File: config.mk
export PLATFORM = sky130hd
export DESIGN_NAME = cag_rf_responder
export DESIGN_NICKNAME = d
export VERILOG_FILES = /design/src/rtl/cag_rf_pkg.sv /design/src/rtl/cag_rf_sat_counter.sv /design/src/rtl/cag_rf_responder.sv
export SDC_FILE = /design/constraint.sdc
export NUM_CORES = 1
export LEC_CHECK = 0
export ABC_AREA = 0
export CORE_MARGIN = 4
export CORE_UTILIZATION = 40
export DETAILED_ROUTE_END_ITERATION = 7
export PLACE_DENSITY_LB_ADDON = 0.2
export RECOVER_POWER = 100
export SYNTH_ARGS = -nofsm -noshare
export SYNTH_HDL_FRONTEND = slang
export SYNTH_HIERARCHICAL = 1
export SYNTH_SLANG_ARGS = --single-unit
File: constraint.sdc
create_clock -name clk -period 3.6 [get_ports clk]
set_input_delay 0.72 -clock clk [delete_from_list [all_inputs] [get_ports clk]]
set_output_delay 0.72 -clock clk [all_outputs]
set_load 0.01 [all_outputs]
File: src/rtl/cag_rf_pkg.sv
// Shared definitions for the cag register-file responder: register map and enums.
package cag_rf_pkg;

    localparam int unsigned ADDR_CTRL    = 0;
    localparam int unsigned ADDR_STATUS  = 1;
    localparam int unsigned ADDR_EVCNT   = 2;
    localparam int unsigned ADDR_SCRATCH = 3;
    localparam int unsigned ADDR_OVR     = 4;

    typedef enum logic [1:0] {IDLE, ACCESS, DONE} state_t;
    typedef enum logic [1:0] {RD, WR, BAD} access_t;

endpackage

File: src/rtl/cag_rf_sat_counter.sv
// Saturating event counter; a coincident increment and clear leaves the count at 1.
module cag_rf_sat_counter #(
    parameter int unsigned WIDTH = 16
) (
    input  logic             clk,
    input  logic             rst,
    input  logic             i_inc,
    input  logic             i_clr,
    output logic [WIDTH-1:0] o_count
);

    logic [WIDTH-1:0] r_count;

    always_ff @(posedge clk) begin
        if (rst) begin
            r_count <= '0;
        end else if (i_inc) begin
            if (i_clr) begin
                r_count <= WIDTH'(1);
            end else if (r_count != {WIDTH{1'b1}}) begin
                r_count <= r_count + WIDTH'(1);
            end
        end else if (i_clr) begin
            r_count <= '0;
        end
    end

    assign o_count = r_count;

endmodule

File: src/rtl/cag_rf_responder.sv
// Register-file responder: latches one access, decodes it in ACCESS, pulses completion in DONE.
module cag_rf_responder
    import cag_rf_pkg::*;
#(
    parameter int unsigned ADDR_WIDTH = 4,
    parameter int unsigned DATA_WIDTH = 64,
    parameter int unsigned CNT_WIDTH  = 16
) (
    input  logic                  clk,
    input  logic                  rst,
    input  logic [ADDR_WIDTH-1:0] address,
    input  logic                  read_en,
    input  logic                  write_en,
    input  logic [DATA_WIDTH-1:0] write_data,
    output logic [DATA_WIDTH-1:0] read_data,
    output logic                  access_complete,
    output logic                  invalid_address,
    output logic                  busy,
    output logic [DATA_WIDTH-1:0] ctrl_o,
    input  logic [DATA_WIDTH-1:0] status_i,
    input  logic                  event_i,
    output logic                  overrun_o
);

    state_t                r_state;
    state_t                w_state_nxt;
    access_t               r_type;
    logic [ADDR_WIDTH-1:0] r_addr;
    logic [DATA_WIDTH-1:0] r_wdata;
    logic [DATA_WIDTH-1:0] r_rdata;
    logic                  r_inv;
    logic                  r_complete;
    logic                  r_busy;
    logic [DATA_WIDTH-1:0] r_ctrl;
    logic [DATA_WIDTH-1:0] r_scratch;
    logic                  r_ovr;
    logic [CNT_WIDTH-1:0]  w_count;

    logic                  w_req;
    logic                  w_accept;
    logic                  w_ovr_set;
    logic [DATA_WIDTH-1:0] w_rdata_nxt;
    logic                  w_inv_nxt;
    logic                  w_wr_ctrl;
    logic                  w_wr_scratch;
    logic                  w_ovr_clr;
    logic                  w_cnt_clr;

    cag_rf_sat_counter #(.WIDTH(CNT_WIDTH)) u_evcnt (
        .clk     (clk),
        .rst     (rst),
        .i_inc   (event_i),
        .i_clr   (w_cnt_clr),
        .o_count (w_count)
    );

    always_ff @(posedge clk) begin
        if (rst) r_state <= IDLE;
        else     r_state <= w_state_nxt;
    end

    assign w_req = read_en | write_en;

    always_comb begin
        w_state_nxt = r_state;
        case (r_state)
            IDLE:    if (w_req) w_state_nxt = ACCESS;
            ACCESS:  w_state_nxt = DONE;
            DONE:    w_state_nxt = IDLE;
            default: w_state_nxt = IDLE;
        endcase
    end

    // Decode of the latched access; only acts while in ACCESS.
    always_comb begin
        w_accept     = (r_state == IDLE) && w_req;
        w_ovr_set    = (r_state != IDLE) && w_req;
        w_rdata_nxt  = '0;
        w_inv_nxt    = 1'b0;
        w_wr_ctrl    = 1'b0;
        w_wr_scratch = 1'b0;
        w_ovr_clr    = 1'b0;
        w_cnt_clr    = 1'b0;
        if (r_state == ACCESS) begin
            case (r_type)
                RD: begin
                    case (r_addr)
                        ADDR_WIDTH'(ADDR_CTRL):    w_rdata_nxt = r_ctrl;
                        ADDR_WIDTH'(ADDR_STATUS):  w_rdata_nxt = status_i;
                        ADDR_WIDTH'(ADDR_EVCNT): begin
                            w_rdata_nxt = DATA_WIDTH'(w_count);
                            w_cnt_clr   = 1'b1;
                        end
                        ADDR_WIDTH'(ADDR_SCRATCH): w_rdata_nxt = r_scratch;
                        ADDR_WIDTH'(ADDR_OVR):     w_rdata_nxt = DATA_WIDTH'(r_ovr);
                        default:                   w_inv_nxt   = 1'b1;
                    endcase
                end
                WR: begin
                    case (r_addr)
                        ADDR_WIDTH'(ADDR_CTRL):    w_wr_ctrl    = 1'b1;
                        ADDR_WIDTH'(ADDR_SCRATCH): w_wr_scratch = 1'b1;
                        ADDR_WIDTH'(ADDR_OVR):     w_ovr_clr    = r_wdata[0];
                        default:                   w_inv_nxt    = 1'b1;
                    endcase
                end
                default: w_inv_nxt = 1'b1;
            endcase
        end
    end

    always_ff @(posedge clk) begin
        if (rst) begin
            r_type     <= RD;
            r_addr     <= '0;
            r_wdata    <= '0;
            r_rdata    <= '0;
            r_inv      <= 1'b0;
            r_complete <= 1'b0;
            r_busy     <= 1'b0;
            r_ctrl     <= '0;
            r_scratch  <= '0;
            r_ovr      <= 1'b0;
        end else begin
            if (w_accept) begin
                r_addr  <= address;
                r_wdata <= write_data;
                r_type  <= (read_en && write_en) ? BAD : (read_en ? RD : WR);
            end
            if (r_state == ACCESS) begin
                r_rdata <= w_rdata_nxt;
                r_inv   <= w_inv_nxt;
            end
            if (w_wr_ctrl)    r_ctrl    <= r_wdata;
            if (w_wr_scratch) r_scratch <= r_wdata;
            // A new overrun beats a same-cycle clear.
            if (w_ovr_set)      r_ovr <= 1'b1;
            else if (w_ovr_clr) r_ovr <= 1'b0;
            r_complete <= (w_state_nxt == DONE);
            r_busy     <= (w_state_nxt != IDLE);
        end
    end

    assign read_data       = r_rdata;
    assign access_complete = r_complete;
    assign invalid_address = r_inv;
    assign busy            = r_busy;
    assign ctrl_o          = r_ctrl;
    assign overrun_o       = r_ovr;

endmodule

==> impl_results.md, run 1 <==
* Crit path max-delay family: simple AND/OR/NAND/NOR gates
* Total Routing Usage GR at 21.2%
* Boundary pin count at 269
* P per Cell Area at 478 nW/um^2
* Most common library cells after synthesis: nand2_1, dfxtp_1, a21oi_1
* Synth top area share at 50.5%
* Detailed placement HPWL at 21,700 um
* Ys async rst share at 0%
* Maxcap violations at 1
* Peak Freq at 0.354 GHz
* Starting DRT DRC Count at 695
* Cell leakage power at 5.57 nW
* CTS tree: yes
* Part of the Yosys area used for sequential elements at 50.5%
* CTS buffer count at 30
* Critical Path RT at 4040 ps
* Wirelength per Cell at 17.3 um
* Hold path startpoint: read_data[21]$_SDFFE_PP0P_
* Rel. slew slack at -25.0%
* Postcts setup bufs at 0
* Netlist cell types at 53
* CP Capture Type: register
* ANT nets after route at 0
* Hold Path End: read_data[21]$_SDFFE_PP0P_
* RSZ-0062 raised after global routing: no
* Clk pin slew, worst setup/hold paths at 60 ps
* PortBufs at 268
* Starting Density at 40.5%
* Vias per inst at 5.15
* Most frequent cell after synthesis: nand2_1
* Root buffer cell: clkbuf_16
* Die area at 30,800 sq um
* RR Endpoint: ctrl_o[1]$_SDFFE_PP0P_
* Worst Tran Pin Value at 1870 ps
* Syn Std Cell Area at 11,200 sq um
* Post-Syn Nets at 1,490
* Failing checks: capacitance limit, slew limit
* Worst hold path depth at 2
* Clk sink count at 283
* Grt total ovfl at 0
* Total power draw at 7.27 mW
* Cts hold-fix bufs at 0
* Clk_lat worst skew at 540 ps
* H-tree depth at 1
* Status: finished, violations left
* Syn Inst Count at 1,352
* Post-CTS Resized at 0
* Area leader, netlist: dfxtp_1
* Post-synthesis register bit count at 283
* Vias in the first global route at 9,837
* Layout cells sized above 1 at 9.36%
* Layout Nets at 1,706
* Final GP Congestion at 0.808
* Dpl cell area at 14,100 sq um
* Minimum clock period at 2820 ps
* Worst EP arrival at 3260 ps
* Worst stage delay on the critical path at 1040 ps
* Final Hold Viols at 0
* Reg2Reg Depth at 5
* Syn Area/Cell at 8.29 sq um
* Peak supply drop at 0.215 mV
* Global-route wire length before repair at 53,700 um
* Row cnt at 61
* Die Span Y at 175 um
* Startpoint Class: register
* Initial antenna violation count at 5
* Hold_ws at 443 ps
* Final Max Slew Viols at 166
* Fin area at 15,200 sq um
* DRC at 0
* Largest net degree at the start of global routing at 166
* R2R setup slack at 780 ps
* Kind of critical path: reg -> reg
* Clk buf depth at 3
* Hold Path Class: reg -> reg
* Setup_tns at 0 ps
* Core area at 27,700 sq um
* Top cells by area, synth: dfxtp_1, nand2_1, a21oi_1
* Yosys warns at 6
* First-pass iteration count of the detailed router at 5
* Top FF cell, synth: dfxtp_1
* Post-synth EDFFs at 0
* Area grow syn2layout at 35.6%
* Post-Route WL at 34,200 um
* CP max FO at 25
* Reg-to-reg startpoint: r_addr[3]$_SDFFE_PP0P_
* Endpoints failing setup at 0
* Critical path cell sequence: nor4_4, and2_1, buf_4, nand2_1, a21oi_1
* WP buf/inv at 1
* Critical path's slowest cell: and2_1
* Final clock skew at 12.6 ps
* Vias at 10,200
* Die width at 175 um
* Crit share post-route at 78.5%
[final cells by class]
cell class,count,area [sq um]
fillers,2614,12500
flip-flops and latches,283,5670
multi-input cells,950,5060
repair buffers,286,2850
clock buffers,45,938
well taps,378,473
clock inverters,11,138
inverters,17,63.8
diodes,3,7.51
[where the power goes]
| group | leakage [nW] | switching, mW | internal (mW) | total [mW] |
|---|---|---|---|---|
| Sequential | 2.29 | 0.0663 | 3.21 | 3.28 |
| Clock | 0.539 | 1.28 | 2.01 | 3.30 |
| Combinational | 2.74 | 0.384 | 0.311 | 0.695 |
| Total | 5.57 | 1.73 | 5.54 | 7.27 |
[worst max-delay path by stage]
stage                                 from                               end  slack [ps]  cells after the start
finish              r_addr[3]$_SDFFE_PP0P_            ctrl_o[1]$_SDFFE_PP0P_         780                      5
detailed placement                 event_i  u_evcnt/o_count[14]$_SDFFE_PP0P_        1030                      5
floorplan           r_addr[1]$_SDFFE_PP0P_   u_evcnt/o_count[7]$_SDFFE_PP0P_        1460                      8
global route        r_addr[3]$_SDFFE_PP0P_           ctrl_o[55]$_SDFFE_PP0P_         580                      5
CTS                 r_addr[3]$_SDFFE_PP0P_           ctrl_o[24]$_SDFFE_PP0P_        1050                      5
global placement                   event_i  u_evcnt/o_count[14]$_SDFFE_PP0P_        1070                      5
[cell usage in the layout (no fill, tap or decap), types with 2 or more instances in the layout]
cell / n
and4bb_2: 2
nor3_1: 2
o22ai_1: 3
mux4_2: 15
buf_12: 3
and3_1: 3
nand2_1: 467
mux2_2: 49
inv_1: 17
a21oi_1: 211
dfxtp_1: 283
clkdlybuf4s50_1: 134
nand3_1: 6
and4_1: 2
a22oi_1: 48
buf_4: 11
nand2_2: 2
or4_1: 4
nor4_1: 2
nand3b_1: 3
clkbuf_16: 31
clkbuf_2: 2
clkbuf_1: 4
nand4_1: 6
clkinv_2: 6
clkbuf_8: 11
o31ai_1: 4
bufinv_16: 3
or3_1: 5
nor2_1: 14
diode_2: 3
nor2b_1: 2
o21ai_0: 73
dlygate4sd3_1: 133
[sequential cells by signal, summed over array words and instances, names as in the netlist]
signal           count
r_scratch           64
read_data           64
busy                 1
r_wdata             64
u_evcnt/o_count     16
r_addr               4
r_state              2
invalid_address      1
r_type               2
overrun_o            1
ctrl_o              64
[through the flow]
stage	instances	setup WS, ps	util, %
final	1973	776	54.9
after floorplan	1352	1460	-
after global routing	1973	582	54.9
after CTS	1970	1050	54.9
after detailed placement	1914	1030	51.1
after global placement	1914	1070	51.1
[kinds of logic (layout without fill, tap and decap cells)]
kind of cell	after synthesis	in the layout	synth area share [%]
AND/OR/NAND/NOR	532	532	19.4
AO/OA/AOI/OAI	352	352	17.3
flip-flops	283	283	50.5
buffers and inverters	119	359	4.56
multiplexers	65	65	8.02
adder cells (fa/ha/maj)	1	1	0.112
other	0	3	0
[worst min-delay path, stage by stage, from the launching register on]
cell and delay (ps):
dfxtp_1 320, nand2_1 40, o21ai_0 50
[layer usage]
metal | GRT usage, % | vias to the layer above | wire length, um
li1 | - | 5021 | -
met1 | 28.4 | 4798 | 15200
met2 | 35.2 | 294 | 16000
met3 | 4.78 | 49 | 2240
met4 | 5.33 | 4 | 729
met5 | 0 | - | 27
(Power assumes the default switching activity.)
==> inputs of run 2 (changes only) <==
==> constraint.sdc (replaced) <==
create_clock -name clk -period 2.3 [get_ports clk]
set_input_delay 0.46 -clock clk [delete_from_list [all_inputs] [get_ports clk]]
set_output_delay 0.46 -clock clk [all_outputs]
set_load 0.01 [all_outputs]
==> run 2 against run 1 <==
Net effect: the flow now finishes without violations; setup slack got worse by 580 ps; first-iteration DRC count increased by 10%; design area is 0.40% higher; critical path type is now reg -> out.
==> impl_results.md, run 2 (same netlist as run 1, synthesis figures left out) <==
* Status: finished, final reports clean
* Global-route wire length before repair at 54,500 um (+1.6%)
* Hold path startpoint: rst
* Met3 usage at 4.69% (-0.086 points)
* Final GP Congestion at 0.821 (+1.6%)
* Grt total ovfl at 0 (unchanged)
* Post-Route WL at 34,600 um (+1.4%)
* Vias per inst at 5.17 (+0.38%)
* Peak Freq at 0.476 GHz
* P per Cell Area at 733 nW/um^2 (+53%)
* Register share of total power at 46.0% (+0.9 points)
* RR Endpoint: ctrl_o[12]$_SDFFE_PP0P_
* Psw at 2.69 mW (+55%)
* Die width at 175 um (unchanged)
* Combinational Power Share at 9.9% (+0.3 points)
* CP Capture Type: output pin
* Hold Path End: r_type[1]$_SDFFE_PP0P_
* Crit path max-delay family: buffers and inverters
* Core area at 27,700 sq um (unchanged)
* Fill count at 2,603 (-0.42%)
* Int Pwr at 8.49 mW (+53%)
* FF+latch area at 5670 sq um (about the same)
* H-tree depth at 1 (unchanged)
* Maxcap violations at 0 (-1)
* Cell leakage power at 5.61 nW (+0.69%)
* Wirelength per Cell at 17.4 um (+0.65%)
* Critical path's slowest cell: dlygate4sd3_1
* Minimum clock period at 2100 ps
* Setup_tns at 0 ps (unchanged)
* Worst Tran Pin Value at 915 ps (-960 ps)
* Die area at 30,800 sq um (unchanged)
* Startpoint Class: register
* Critical Path RT at 1840 ps (-2200 ps)
* Detailed placement HPWL at 22,400 um (+2.9%)
* Starting Density at 40.5% (unchanged)
* Reg2Reg Depth at 5 (unchanged)
* Layout cells sized above 1 at 9.89% (+0.53 points)
* Clk_lat worst skew at 550 ps (about the same)
* Largest net degree at the start of global routing at 110 (-34%)
* M1 GR Usage at 28.3% (-0.088 points)
* Critical path cell sequence: dlygate4sd3_1
* Initial antenna violation count at 4 (-1)
* Postcts setup bufs at 0 (unchanged)
* Global route hottest layer: met2
* ANT nets after route at 0 (unchanged)
* Boundary pin count at 269 (unchanged)
* Root buffer cell: clkbuf_16
* DRC at 0 (unchanged)
* Clk sink count at 283 (unchanged)
* PortBufs at 268 (unchanged)
* Total Routing Usage GR at 21.6% (+0.38 points)
* Crit share post-route at 91.4%
* Vias in the first global route at 10,000 (+1.7%)
* Row cnt at 61 (unchanged)
* Layout Nets at 1,723 (+1.0%)
* Final Hold Viols at 0 (unchanged)
* Kind of critical path: reg -> out
* Dpl cell area at 14,300 sq um (+1.1%)
* WP buf/inv at 1 (unchanged)
* First-pass iteration count of the detailed router at 5 (unchanged)
* Final clock skew at 13.4 ps (+0.764 ps)
* Cts hold-fix bufs at 0 (unchanged)
* Clk buf depth at 3 (unchanged)
* Vias at 10,300 (+1.1%)
* Worst hold path depth at 2 (unchanged)
* CTS tree: yes
* CP max FO at 6 (-76%)
* Most frequent cells in the layout: nand2_1, dfxtp_1, a21oi_1
* Met2 Use GR at 37.0% (+1.8 points)
* RSZ-0062 raised after global routing: no
* Clock power share at 44.1% (-1.2 points)
* Clk pin slew, worst setup/hold paths at 60 ps (about the same)
* Rel. slew slack at 39.0% (+64 points)
* Fin area at 15,300 sq um (+0.40%)
* Commonest non-fill, non-tap cell in the layout: nand2_1
* Worst stage delay on the critical path at 690 ps (-350 ps)
* Total power draw at 11.2 mW (+54%)
* Reg-to-reg startpoint: r_addr[1]$_SDFFE_PP0P_
* Post-CTS Resized at 0 (unchanged)
* Peak supply drop at 0.415 mV (+94%)
* Area occupied by multi-input gates at 5050 sq um (-0.25%)
* Die Span Y at 175 um (unchanged)
* Starting DRT DRC Count at 765 (+10%)
* CTS buffer count at 31 (+3.3%)
* Final Max Slew Viols at 0 (-100%)
* Hold Path Class: in -> reg
* Endpoints failing setup at 0 (unchanged)
* Area grow syn2layout at 36.1%
* R2R setup slack at 260 ps (-520 ps)
* Switching share of power at 24.1% (+0.23 points)
* Worst EP arrival at 1640 ps (-1620 ps)
run 2: cell count changes in the layout (fill, tap and decap cells not counted), sizes merged:
cell,before,now
buf,15,25
bufinv,3,1
clkbuf,49,59
clkdlybuf4s50,134,135
clkinv,7,3
clkinvlp,0,2
diode,3,2
dlygate4sd3,133,132
inv,18,17
run 2: worst max-delay path by stage:
stage               slack [ps]                                to                   start  depth (start not counted)
finish                     200                   access_complete   r_state[1]$_SDFF_PP0_                          1
global route               100  u_evcnt/o_count[10]$_SDFFE_PP0P_  r_addr[1]$_SDFFE_PP0P_                          5
CTS                        210                   access_complete   r_state[1]$_SDFF_PP0_                          1
detailed placement          40  u_evcnt/o_count[14]$_SDFFE_PP0P_                 event_i                          5
global placement            50  u_evcnt/o_count[14]$_SDFFE_PP0P_                 event_i                          5
floorplan                  160   u_evcnt/o_count[7]$_SDFFE_PP0P_  r_addr[1]$_SDFFE_PP0P_                          8
run 2: power by group through the flow:
stage	clock network (mW)	logic [mW]	registers, mW
after floorplan	0	0.603	5.22
after global placement	0	1.14	5.25
after detailed placement	0	1.15	5.25
after CTS	5.03	1.15	5.14
after global routing	5.24	1.22	5.16
final	4.93	1.11	5.14
run 2: cell type report:
type                            count  share of cell area [%]
Multi-Input combinational cell    950                    33.1
Clock inverter                      6                   0.394
Antenna cell                        2                  0.0328
Tap cell                          378                    3.10
Timing Repair Buffer              302                    19.5
Inverter                           17                   0.418
Clock buffer                       49                    6.31
Sequential cell                   283                    37.1
run 2: metrics by stage:
stage | worst slack, ps | util, % | cells | hold slack (ps)
2_1_floorplan | 156 | - | 1352 | 433
3_3_place_gp | 46.4 | 51.6 | 1930 | 432
3_5_place_dp | 38.5 | 51.6 | 1930 | 441
4_1_cts | 210 | 55.3 | 1985 | 159
5_1_grt | 99.8 | 55.1 | 1987 | 177
6_report | 198 | 55.1 | 1987 | 187
run 2: routing by layer:
metal | part of all wire (%) | vias up
met5 | 0.098 | -
met4 | 1.7 | 4
met3 | 6.9 | 47
met2 | 48 | 294
met1 | 43 | 4882
li1 | - | 5050
